## src/rtl/req_grant_arbiter.sv

```systemverilog
// ============================================================================
// Module : req_grant_arbiter
// Eight-requester arbiter with a registered one-hot grant, a watchdog-forced
// release, and fixed priority (bit 7 highest). Defining ARB_ROUND_ROBIN_EN
// selects round-robin priority instead.
// Rev    : 1.0  initial release
// ============================================================================
`default_nettype none

module req_grant_arbiter #(
  parameter int TIMEOUT = 15,
  parameter int CNT_W   = 4
) (
  input  logic       clk,
  input  logic       rst_n,
  input  logic [7:0] req,
  input  logic       done,
  output logic [7:0] gnt,
  output logic [2:0] gnt_id,
  output logic       idle,
  output logic       timeout
);

  typedef enum logic [0:0] {
    ST_IDLE  = 1'b0,
    ST_GRANT = 1'b1
  } state_t;

  localparam logic [CNT_W-1:0] c_cnt_last = CNT_W'(TIMEOUT - 1);

  state_t           r_state;
  logic [CNT_W-1:0] r_cnt;
  logic [2:0]       w_win;
  logic             w_take;

  assign w_take = (r_state == ST_IDLE) && (req != 8'h00);

`ifdef ARB_ROUND_ROBIN_EN
  logic [2:0] r_last_id;

  // Search downward from last_id-1; the previous owner (offset 8) is searched last.
  always_comb begin
    w_win = 3'd0;
    for (int s = 8; s >= 1; s--) begin
      if (req[r_last_id - 3'(s)]) w_win = r_last_id - 3'(s);
    end
  end

  always_ff @(posedge clk or negedge rst_n) begin
    if (!rst_n) begin
      r_last_id <= 3'd0;
    end else if (w_take) begin
      r_last_id <= w_win;
    end
  end
`else
  always_comb begin
    w_win = 3'd0;
    for (int i = 0; i < 8; i++) begin
      if (req[i]) w_win = 3'(i);
    end
  end
`endif

  always_ff @(posedge clk or negedge rst_n) begin
    if (!rst_n) begin
      r_state <= ST_IDLE;
      r_cnt   <= '0;
      gnt     <= 8'h00;
      gnt_id  <= 3'd0;
      idle    <= 1'b1;
      timeout <= 1'b0;
    end else begin
      timeout <= 1'b0;
      case (r_state)
        ST_IDLE: begin
          if (w_take) begin
            r_state <= ST_GRANT;
            r_cnt   <= '0;
            gnt     <= 8'h01 << w_win;
            gnt_id  <= w_win;
            idle    <= 1'b0;
          end
        end
        ST_GRANT: begin
          // done has priority over the watchdog at the same edge
          if (done || (r_cnt == c_cnt_last)) begin
            r_state <= ST_IDLE;
            r_cnt   <= '0;
            gnt     <= 8'h00;
            gnt_id  <= 3'd0;
            idle    <= 1'b1;
            timeout <= ~done;
          end else begin
            r_cnt <= r_cnt + 1'b1;
          end
        end
        default: begin
          r_state <= ST_IDLE;
          r_cnt   <= '0;
          gnt     <= 8'h00;
          gnt_id  <= 3'd0;
          idle    <= 1'b1;
        end
      endcase
    end
  end

endmodule

`default_nettype wire

```

## config.mk

```make
export PLATFORM = sky130hd
export DESIGN_NAME = req_grant_arbiter
export DESIGN_NICKNAME = d
export VERILOG_FILES = /design/src/rtl/req_grant_arbiter.sv
export SDC_FILE = /design/constraint.sdc
export NUM_CORES = 1
export LEC_CHECK = 0
export CAP_MARGIN = 25
export CORE_MARGIN = 3
export CORE_UTILIZATION = 63
export CTS_BUF_LIST = sky130_fd_sc_hd__clkbuf_8
export CTS_CLUSTER_DIAMETER = 30
export CTS_CLUSTER_SIZE = 40
export DETAILED_ROUTE_END_ITERATION = 10
export DONT_BUFFER_PORTS = 1
export GPL_ROUTABILITY_DRIVEN = 1
export PLACE_DENSITY = 0.79
export REMOVE_ABC_BUFFERS = 1
export SLEW_MARGIN = 10
export SYNTH_ARGS = -nofsm -noshare
export SYNTH_HDL_FRONTEND = slang
export SYNTH_SLANG_ARGS = --single-unit
```

## constraint.sdc

```tcl
create_clock -name clk -period 1.5 [get_ports clk]
set_input_delay 0.3 -clock clk [delete_from_list [all_inputs] [get_ports clk]]
set_output_delay 0.3 -clock clk [all_outputs]
set_load 0.02 [all_outputs]
```

==> flow_summary.toml, run 1 <==
[grt]
antenna_found_initial = 0
grt_pass1_vias = 769
grt_util_all_layers = 0.272
grt_start_max_net_pins = 19
globalRouteOverflowTotal = 0
grt_pass1_wl_mm = 3.70

[clocking]
clk_root_buffer_cell = "sky130_fd_sc_hd__clkbuf_8"
cts-htree-levels = 1
tritoncts = "done"
clk_transition_reported_paths_ns = 0.07
worst_skew_pair.late_latency_ns = 0.26
clock_sink_count = 18
tritoncts.num_buffers = 3
post_cts.repair.setup_buffers = 0
clock_tree.buffer_depth = 2

[sta]
slew-limit-headroom = 0.471
rsz0062_at_grt = "yes"
final_max_slew_viol_count = 0
period_share = 0.960
hold_viol = 0
tns_ns = 0
worst_clock_skew_ns = 0.00124
max_freq_mhz = 694
finalHoldWorstSlack_ns = 0.141
setup-violations-final = 0
tightestPinTransition_ns = 0.790
post-route-min-period_ns = 1.44

[die]
num_rows = 12
io_pins = 24
start_util = 0.736
core_area_um2 = 1200
die_x_um = 43.5
die_area_um2 = 1890
die_height_um = 43.5

[synth]
adder_cell_area_share_of_the_yosys_netlist = 0.0283
post_synth_inst_count = 90
synth_top_cell_area_share = 0.481
synth_mux_area_frac = 0
post_synth_and_or_nand_nor_area_fraction = 0.208
synth_top_cells_by_area = "sky130_fd_sc_hd__dfrtp_1 (48%), sky130_fd_sc_hd__a21oi_1 (4.5%), sky130_fd_sc_hd__o21ai_0 (4.5%), sky130_fd_sc_hd__dfstp_2 (3.0%), sky130_fd_sc_hd__nand2_1 (3.0%)"
yosysTopAreaCell = "sky130_fd_sc_hd__dfrtp_1"
avgSynthCellArea_um2 = 9.83
synth_top_family_by_area = "compound AO/OA/AOI/OAI gates"
ys.warnings.count = 0
synth-xor-area-share = 0
register_area_share_after_synthesis = 0.511
synth.ff_latch_count = 18
syn_area_um2 = 885
post_synth_num_cell_types = 30
fraction_of_the_mapped_netlist_area_in_compound_gates = 0.231

[critical_path]
worstPathMaxFanout = 6
worstSetupPathType = "flop to flop"
r2r-end = "gnt_id[0]"
crit-reg2reg-launch = "r_cnt[0]"
internal_reg_to_reg_setup_slack_ns = 0.06
cp.required_ns = 1.65
worst_setup_path_start_kind = "flop"
r2r_cells = 6
critPathCaptureType = "flop"
cp_data_arrival_time_ns = 1.59

[finish]
fraction_of_final_layout_cells_sized_beyond_drive_strength_1 = 0.163
area_of_all_placed_cells_without_fillers_um2 = 995
finalNetCount = 112
post-route-util = 0.828
insertedDiodeCount = 0
final_cells = 112
area_growth_pct = 12.4

[placed_design]
port_buffers = 0
dp_cells = 107
placed_area_um2 = 927
post-dp-hpwl_mm = 1.39
final_replace_weighted_congestion = 0.818

[power_and_ir_drop]
vdd_drop_max_mv = 0.999
lkg_pwr_nw = 0.445
cell_internal_pwr_mw = 0.974
switchingPower_mw = 0.541
power.sequential.fraction = 0.531
switching_share = 0.357
share_comb_of_total_power = 0.208
power.density_cell_area_nw_per_um2 = 1520
clock_power_frac = 0.261

[route]
vias_after_detailed_routing = 752
detail_route.first_pass.iterations = 4
antenna_violating_nets_post_route = 0
drt-vias-per-instance = 6.71
drt-wirelength-per-cell_um = 19.0
drc = 0
dr.first_iter.drc_count = 48
route.final.wire_length_mm = 2.12

[outcome]
outcome = "completed"

[hold_path]
whs_path_depth = 1
timing.hold.worst.class = "input port to flop"
worstHoldEndpoint = "gnt[4]"
hold_path.startpoint = "req[5]"

[flow_run]
maxCapViolCount = 0
sequential cells by signal, summed over array words and instances (netlist names):
register,cells
timeout,1
r_state,1
r_cnt,4
gnt_id,3
idle,1
gnt,8
per-stage QoR:
step / worst slack (ns) / total power [mW]
6_report: 0.0594 / 1.51
5_1_grt: -0.0166 / 1.60
4_1_cts: 0.00186 / 1.51
3_5_place_dp: 0.00449 / 1.11
3_3_place_gp: 0.128 / 1.09
2_1_floorplan: 0.131 / 0.990
cell type report:
cell class | count | area, µm²
flip-flops and latches | 18 | 452
fillers | 59 | 206
multi-input cells | 67 | 415
inverters | 4 | 15.0
well taps | 14 | 17.5
repair buffers | 5 | 40.0
clock buffers | 4 | 55.1
metal layers:
| layer | share of wire | global-route usage |
|---|---|---|
| met5 | 0 | 0 |
| met4 | 0.034 | 0.139 |
| met3 | 0.098 | 0.0788 |
| met2 | 0.47 | 0.413 |
| met1 | 0.40 | 0.353 |
worst max-delay path by stage:
stage                     startpoint         to  slack [ns]  cells after the start
after floorplan             r_cnt[0]  gnt_id[0]        0.13                      6
after global placement      r_cnt[1]  gnt_id[0]        0.13                      5
after detailed placement    r_cnt[1]  gnt_id[0]       0.004                      5
after CTS                   r_cnt[1]  gnt_id[0]       0.002                      5
after global routing        r_cnt[0]  gnt_id[0]       -0.02                      6
final                       r_cnt[0]  gnt_id[0]        0.06                      6
power groups by stage:
stage          sequential [mW]  clock, mW  combinational, mW
2_1_floorplan            0.803          0              0.187
3_3_place_gp             0.809          0              0.281
3_5_place_dp             0.813          0              0.293
4_1_cts                  0.803      0.396              0.312
5_1_grt                  0.825      0.418              0.355
6_report                 0.803      0.396              0.315
placed cells by master (no fill, tap or decap):
cell and instances:
sky130_fd_sc_hd__a22o_1 3, sky130_fd_sc_hd__buf_4 4, sky130_fd_sc_hd__ha_1 2, sky130_fd_sc_hd__nand2_1 7, sky130_fd_sc_hd__o31ai_1 2, sky130_fd_sc_hd__nor2b_1 1
sky130_fd_sc_hd__o21ai_1 2, sky130_fd_sc_hd__a2bb2oi_1 1, sky130_fd_sc_hd__a21oi_1 8, sky130_fd_sc_hd__nor3_1 3, sky130_fd_sc_hd__o21ai_0 8, sky130_fd_sc_hd__nor3_2 1
sky130_fd_sc_hd__clkbuf_8 4, sky130_fd_sc_hd__nor2b_2 1, sky130_fd_sc_hd__a21o_1 3, sky130_fd_sc_hd__o21a_1 1, sky130_fd_sc_hd__a31oi_1 1, sky130_fd_sc_hd__nor3b_1 1
sky130_fd_sc_hd__nor4_1 1, sky130_fd_sc_hd__nor2_1 7, sky130_fd_sc_hd__dfstp_2 1, sky130_fd_sc_hd__nand2_2 1, sky130_fd_sc_hd__nand3_1 3, sky130_fd_sc_hd__nor2_4 1
sky130_fd_sc_hd__a32o_1 1, sky130_fd_sc_hd__dfrtp_1 17, sky130_fd_sc_hd__or2_2 1, sky130_fd_sc_hd__or3_1 1, sky130_fd_sc_hd__dlygate4sd3_1 1, sky130_fd_sc_hd__inv_1 4
sky130_fd_sc_hd__or4_4 2, sky130_fd_sc_hd__nand2b_1 2, sky130_fd_sc_hd__o2bb2ai_1 2
Yosys cell counts:
cell type / count
sky130_fd_sc_hd__nor2b_1: 2
sky130_fd_sc_hd__a21o_1: 3
sky130_fd_sc_hd__ha_1: 2
sky130_fd_sc_hd__dfrtp_1: 17
sky130_fd_sc_hd__o31ai_1: 2
sky130_fd_sc_hd__o2bb2ai_1: 2
sky130_fd_sc_hd__nor3_2: 1
sky130_fd_sc_hd__nor2_1: 7
sky130_fd_sc_hd__o21ai_1: 2
sky130_fd_sc_hd__o21a_1: 1
sky130_fd_sc_hd__nor3b_1: 1
sky130_fd_sc_hd__buf_2: 1
sky130_fd_sc_hd__nand2b_1: 2
sky130_fd_sc_hd__o21ai_0: 8
sky130_fd_sc_hd__nand2_1: 7
sky130_fd_sc_hd__nor3_1: 3
sky130_fd_sc_hd__a21oi_1: 8
sky130_fd_sc_hd__a31oi_1: 1
sky130_fd_sc_hd__a32o_1: 1
sky130_fd_sc_hd__or4_4: 2
sky130_fd_sc_hd__a2bb2oi_1: 1
sky130_fd_sc_hd__or3_1: 1
sky130_fd_sc_hd__or2_2: 1
sky130_fd_sc_hd__nor2_4: 1
sky130_fd_sc_hd__inv_1: 4
sky130_fd_sc_hd__nor4_1: 1
sky130_fd_sc_hd__nand3_1: 3
sky130_fd_sc_hd__dfstp_2: 1
sky130_fd_sc_hd__a22o_1: 3
sky130_fd_sc_hd__nand2_2: 1
logic make-up after synthesis:
group | count (synthesis)
adder cells (fa/ha/maj) | 2
AO/OA/AOI/OAI | 32
AND/OR/NAND/NOR | 33
flip-flops | 18
buffers and inverters | 5
worst max-delay path, stage by stage (launching register included):
cell and delay, ns:
sky130_fd_sc_hd__dfrtp_1 0.38, sky130_fd_sc_hd__inv_1 0.06, sky130_fd_sc_hd__ha_1 0.14, sky130_fd_sc_hd__nand3_1 0.14, sky130_fd_sc_hd__nor2b_2 0.23, sky130_fd_sc_hd__a22o_1 0.25
sky130_fd_sc_hd__a21o_1 0.15
what timing repair did:
item / in CTS / in global routing
setup endpoints to repair: 0 / 6
endpoints found under the hold margin: 18 / 0
hold buffers: 1 / 0
resized for setup: 0 / 1
(Power assumes the default switching activity.)
==> run 2: changes to the inputs <==
--- a/config.mk
+++ b/config.mk
@@ -5,6 +5,7 @@
 export SDC_FILE = /design/constraint.sdc
 export NUM_CORES = 1
 export LEC_CHECK = 0
+export ABC_AREA = 0
 export CAP_MARGIN = 25
 export CORE_MARGIN = 3
 export CORE_UTILIZATION = 63
@@ -13,9 +14,10 @@
 export CTS_CLUSTER_SIZE = 40
 export DETAILED_ROUTE_END_ITERATION = 10
 export DONT_BUFFER_PORTS = 1
-export GPL_ROUTABILITY_DRIVEN = 1
+export GPL_ROUTABILITY_DRIVEN = 0
 export PLACE_DENSITY = 0.79
 export REMOVE_ABC_BUFFERS = 1
+export SKIP_LAST_GASP = 1
 export SLEW_MARGIN = 10
 export SYNTH_ARGS = -nofsm -noshare
 export SYNTH_HDL_FRONTEND = slang
==> results of run 2 <==
Final layout, timing and power as in run 1 (identical DEF).
==> edit 1: new RTL, flow settings as in run 2 <==
Build with the macro `ARB_ROUND_ROBIN_EN` defined.
--- a/src/rtl/req_grant_arbiter.sv
+++ b/src/rtl/req_grant_arbiter.sv
@@ -7,4 +7,6 @@
 // ============================================================================
 `default_nettype none
+
+`define ARB_ROUND_ROBIN_EN
 
 module req_grant_arbiter #(
Function: changed (a bounded check fails within 4 cycles, from zero or initial values and one cycle with rst_n low).
==> edit 1 against run 2 <==
The run now ends with setup timing left. Largest cell class is now multi-input gates. Setup slack lost 1300 ps. Hold slack got worse by 41 ps. Critical path type unchanged. Maximum frequency decreased by 47%. Sequential cell count grew 3. Critical endpoint is now gnt[4]. Design area rose by 150%. Area after synthesis rose by 120%. Wire length rose to 2.7 times the old value. Highest routed layer unchanged.
Power is not shown: default switching activity piles up to over one toggle a cycle in this logic, so the estimate is an artifact.
==> edit 1: results (changes against run 2) <==
- The flow ran to the end, but the final reports show violations.
- The final reports fail on setup timing.
- The critical path launch point is r_last_id[0].
- The count of endpoints failing setup in the final report is 14 (+14).
- The sum of negative setup slack is -16270 ps (-16270 ps).
- The transition at the pin with the smallest max-transition slack was 502 ps (-289 ps).
- In the post-synthesis netlist, the biggest area contributors are sky130_fd_sc_hd__dfrtp_1 26%, sky130_fd_sc_hd__mux4_2 20%, sky130_fd_sc_hd__nand2_1 6.2%.
- The overall track demand over capacity in global routing is 31.9% (+4.7 points).
- The fraction of layout instances using a drive strength above 1 is 44.8% (+28 points).
- The number of nets in the finished design is 246 (+120%).
- The antenna diode instance count was 0 (unchanged).
- The maximum fanout along the worst path is 15 (+9).
- The worst-case clock buffer depth was 2 (unchanged).
- The per-cell via count in the routed design was 7.25 (+8.0%).
- The filler-free cell count of the finished design is 261 (+130%).
- The worst min-delay path class is input pin to flop.
- The via count of the first global-routing pass is 1803 (+130%).
- Ranked by instance count, the synthesized netlist is headed by 32 x sky130_fd_sc_hd__nand2_1, 20 x sky130_fd_sc_hd__dfrtp_1, 17 x sky130_fd_sc_hd__mux4_2.
- The buffer count from post-CTS setup fixing is 5 (+5).
- The number of detailed-routing iterations run before antenna repair is 6 (+2).
- The clock transition at the registers of the reported paths is 80 ps.
- Among all flip-flop cells after synthesis, the most frequent one is sky130_fd_sc_hd__dfrtp_1.
- The root buffer cell is sky130_fd_sc_hd__clkbuf_8.
- The number of buffers created by CTS is 3 (unchanged).
- The number of instances on the worst hold path was 1 (unchanged).
- The post-CTS resize count is 32 (+32).
- The maximum number of pins on one net before global-route repair is 22 (+3).
- The final worst slack is -1240 ps (-1300 ps).
- The largest registers in the layout are gnt (8), r_cnt (4).
- The setup slack on the worst flop-to-flop path is -1240 ps (-1300 ps).
- The insertion delay to the later sink of the worst-skew pair is 260 ps (about the same).
- The largest individual stage delay along the critical path comes from the cell sky130_fd_sc_hd__mux4_2.
- The most critical setup path has its endpoint at gnt[4].
- The quantity of hold-fixing buffers added after cts is 1 (unchanged).
- The initial antenna violation count is 0 (unchanged).
- The stage delay of the slowest cell on the critical path is 630 ps (+250 ps).
- The data arrival time of the critical path is 2890 ps (+1300 ps).
- The first-pass GRT wire length was 9.02 mm (+140%).
- The final clock skew was 11.3 ps (+10.1 ps).
- The depth of the CTS H-tree came to 1 (unchanged).
- The depth of the worst register-to-register path is 8 (+2).
- The post-synthesis sequential area ratio is 27.1% (-24 points).
- The endpoint of the worst hold-timing path is timeout.
- The number of distinct library cell variants in the gate-level netlist after synthesis is 47 (+57%).
- The synthesized area per cell is 10.1 µm² (+2.4%).
- The worst slack on hold paths is 99.9 ps (-41.1 ps).
- The number of nets still failing antenna checks after routing came to 0 (unchanged).
- The post-DP HPWL is 3.62 mm (+160%).
- The count of warnings emitted by yosys came to 0 (unchanged).
- The count of port buffers added during placement was 0 (unchanged).
- The aggregate routed wire length came to 5.67 mm (+170%).
- The share of synthesized registers carrying an async set or reset is 100% (unchanged).
- The worst hold path begins at done.
- The violation count after the first detailed-routing iteration is 153 (+220%).
==> edit 1: cell types whose count changed in the layout (fill, tap and decap cells not counted), sizes merged, moves of 7 or more <==
cell / delta
o31ai: +7
mux2i: +10
mux2: +8
mux4: +17
buf: +41
nand2: +24
==> edit 1: final cells by class <==
| type | instances | area (µm²) |
|---|---|---|
| fill | 141 | 378 |
| sequential | 21 | 527 |
| clock buffer | 3 | 41.3 |
| inverter | 6 | 22.5 |
| multi-input combinational | 153 | 1470 |
| timing repair buffer | 46 | 374 |
| clock inverter | 1 | 3.75 |
| tap | 31 | 38.8 |
==> edit 1: per-stage QoR <==
| step | utilization (%) | cell area, µm² | setup slack (ps) |
|---|---|---|---|
| 6_report | 86.8 | 2470 | -1240 |
| 5_1_grt | 86.8 | 2470 | -1290 |
| 4_1_cts | 84.0 | 2400 | -1130 |
| 3_5_place_dp | 75.7 | 2160 | -1370 |
| 3_3_place_gp | 75.7 | 2160 | -1180 |
| 2_1_floorplan | - | 1860 | -1810 |
==> edit 1: kinds of logic (layout without fill, tap and decap cells) <==
family	Yosys count	count (layout)	share of synthesized area, %
simple gates	64	64	15.7
flops	21	21	27.1
xor+xnor	4	4	2.58
compound gates	46	46	16.5
fa+ha+maj	4	4	2.58
buf+inv	19	56	5.22
mux	35	35	30.3
==> edit 1: routing by layer <==
| layer | vias to the layer above | track usage, % | routed length, µm |
|---|---|---|---|
| li1 | 811 | - | - |
| met1 | 912 | 39.9 | 2110 |
| met2 | 136 | 54.0 | 2860 |
| met3 | 33 | 5.03 | 442 |
| met4 | 0 | 14.2 | 261 |
| met5 | - | 0 | 0 |
==> edit 1: worst max-delay path: cells and delay by family, from the launching register on <==
family | cells | cell delay [ps]
mux | 1 | 630
buf+inv | 3 | 530
flops | 1 | 390
compound gates | 3 | 920
simple gates | 1 | 150
==> edit 2: new RTL, config.mk and constraints of run 2 <==
Made on the original files. Register the output `timeout` once more, cleared by the reset; this adds one clock of latency there. The other outputs are not delayed to match.
--- a/src/rtl/req_grant_arbiter.sv
+++ b/src/rtl/req_grant_arbiter.sv
@@ -28,4 +28,6 @@
 
   localparam logic [CNT_W-1:0] c_cnt_last = CNT_W'(TIMEOUT - 1);
+
+  logic timeout_s0;
 
   state_t           r_state;
@@ -70,7 +72,7 @@
       gnt_id  <= 3'd0;
       idle    <= 1'b1;
-      timeout <= 1'b0;
+      timeout_s0 <= 1'b0;
     end else begin
-      timeout <= 1'b0;
+      timeout_s0 <= 1'b0;
       case (r_state)
         ST_IDLE: begin
@@ -91,5 +93,5 @@
             gnt_id  <= 3'd0;
             idle    <= 1'b1;
-            timeout <= ~done;
+            timeout_s0 <= ~done;
           end else begin
             r_cnt <= r_cnt + 1'b1;
@@ -107,4 +109,12 @@
   end
 
+  always_ff @(posedge clk or negedge rst_n) begin
+    if (!rst_n) begin
+      timeout <= '0;
+    end else begin
+      timeout <= timeout_s0;
+    end
+  end
+
 endmodule
 
Check against the original RTL: same outputs for any inputs over 10 cycles, from zero or initial values and one cycle with rst_n low; that may be too few to reach the edited logic, so the function may still have changed.
==> edit 2 against run 2 <==
Total power up 11%. Die area rose by 0.25%. Area after synthesis grew 0.28%. Critical endpoint is now r_cnt[2]. Count of clock-buffer cells in the layout down 1. Utilization grew 2.3 points. The run now ends with setup timing left. Design area increased by 4.0%. Largest cell class unchanged. Wire length shrank 7.3%. Sequential cell count increased by 1. Setup slack got worse by 100 ps.
==> edit 2: results (changes against run 2) <==
- The stage delay of the slowest cell on the critical path is 440 ps (+60 ps).
- The insertion delay to the later sink of the worst-skew pair is ~250 ps.
- Sorting the synthesized cells by area gives the leading types as sky130_fd_sc_hd__dfrtp_1 51%, sky130_fd_sc_hd__a22o_1 4.9%, sky130_fd_sc_hd__dfstp_2 3.0%.
- The cell family contributing the most delay on the critical path is simple AND/OR/NAND/NOR gates.
- The setup slack on the worst flop-to-flop path was -40 ps (-100 ps).
- The final worst slack is -41.0 ps (-100 ps).
- The data arrival time of the critical path is 1740 ps (+150 ps).
- The buffer count from post-CTS setup fixing is 1 (+1).
- The post-DP HPWL was 1.28 mm (-8.3%).
- The aggregate routed wire length came to 1.97 mm (-7.3%).
- The final reports fail on setup timing.
- The met3 demand-to-capacity share in global routing is 4.98% (-2.9 points).
- The sum of negative setup slack is -84.8 ps (-84.8 ps).
- The length of routed met2 wiring is 965 µm (-3.7%).
- The filler-free cell count of the finished design came to 106 (-5.4%).
- The worst slack on hold paths came to 114 ps (-26.9 ps).
- The fraction of layout instances using a drive strength above 1 came to 27.2% (+11 points).
- The violation count after the first detailed-routing iteration was 36 (-25%).
- The slowest stage of the critical path is the sky130_fd_sc_hd__or3_4 cell.
- The maximum number of pins on one net before global-route repair is 20 (+1).
- The via count of the first global-routing pass is 695 (-9.6%).
- The first-pass GRT wire length was 3.08 mm (-17%).
- The flow ran to the end, but the final reports show violations.
- Ranked by instance count, the synthesized netlist is headed by 18 x sky130_fd_sc_hd__dfrtp_1, 7 x sky130_fd_sc_hd__nand2_1, 5 x sky130_fd_sc_hd__a22o_1.
- The count of endpoints failing setup in the final report is 4 (+4).
- The global routing usage on met1 is 26.9% (-8.4 points).
- The post-synthesis sequential area ratio is 53.7% (+2.7 points).
- The standard cell area after detailed placement is 933 µm² (+0.67%).
- The post-CTS resize count is 2 (+2).
- The leakage power total is 0.490 nW (+10%).
- The maximum ir drop on the vdd rail is 1.36 mV (+36%).
- The maximum fanout along the worst path is 6 (unchanged).
- The routed length on met1 is 759 µm (-9.6%).
- The routed length on met3 came to 160 µm (-23%).
- The instance count after placement with tap cells included is 98 (-8.4%).
- The number of fillers in the final layout came to 71 (+20%).
- The worst slew slack as a fraction of its limit came to 45.2% (-2.0 points).
edit 2: cell count changes in the layout (fill, tap and decap cells not counted), sizes merged, moves of 2 or more:
cell           run 2  this run
or4                2         0
nand2b             2         0
and2               0         2
o21ai             10         6
and3               0         2
buf                4         9
a22o               3         5
a21oi              8         2
nor2b              2         0
nor2               8         4
edit 2: kinds of logic (layout without fill, tap and decap cells):
| family | Yosys count | after routing | synth area share [%] |
|---|---|---|---|
| AOI/OAI and AO/OA | 23 | 23 | 19.3 |
| adders and majority gates | 2 | 2 | 2.82 |
| DFF | 19 | 19 | 53.7 |
| muxes | 1 | 1 | 1.27 |
| and+or+nand+nor | 28 | 28 | 18.9 |
| buffers and inverters | 7 | 19 | 3.95 |
edit 2: final timing paths:
path                            startpoint          to  depth (start not counted)
worst max-delay path              r_cnt[1]    r_cnt[2]                          5
worst min-delay path                  done  timeout_s0                          1
worst max register to register    r_cnt[1]    r_cnt[2]                          5
worst min register to register  timeout_s0     timeout                          0
max in group asynchronous            rst_n    r_cnt[2]                          1
min in group asynchronous            rst_n   gnt_id[1]                          1
edit 2: where the power goes:
part / switching (mW) / leakage (nW) / total, mW / internal [mW]
Combinational: 0.254 / 0.216 / 0.499 / 0.245
Clock: 0.165 / 0.0255 / 0.349 / 0.185
Sequential: 0.191 / 0.248 / 0.833 / 0.642
edit 2: area by class of cell:
| class | count | area [µm²] | area share [%] |
|---|---|---|---|
| Tap cell | 14 | 17.5 | 1.69 |
| Timing Repair Buffer | 10 | 77.6 | 7.50 |
| Inverter | 5 | 18.8 | 1.81 |
| Multi-Input combinational cell | 54 | 398 | 38.5 |
| Clock buffer | 3 | 41.3 | 3.99 |
| Sequential cell | 19 | 477 | 46.1 |
| Clock inverter | 1 | 5.00 | 0.484 |
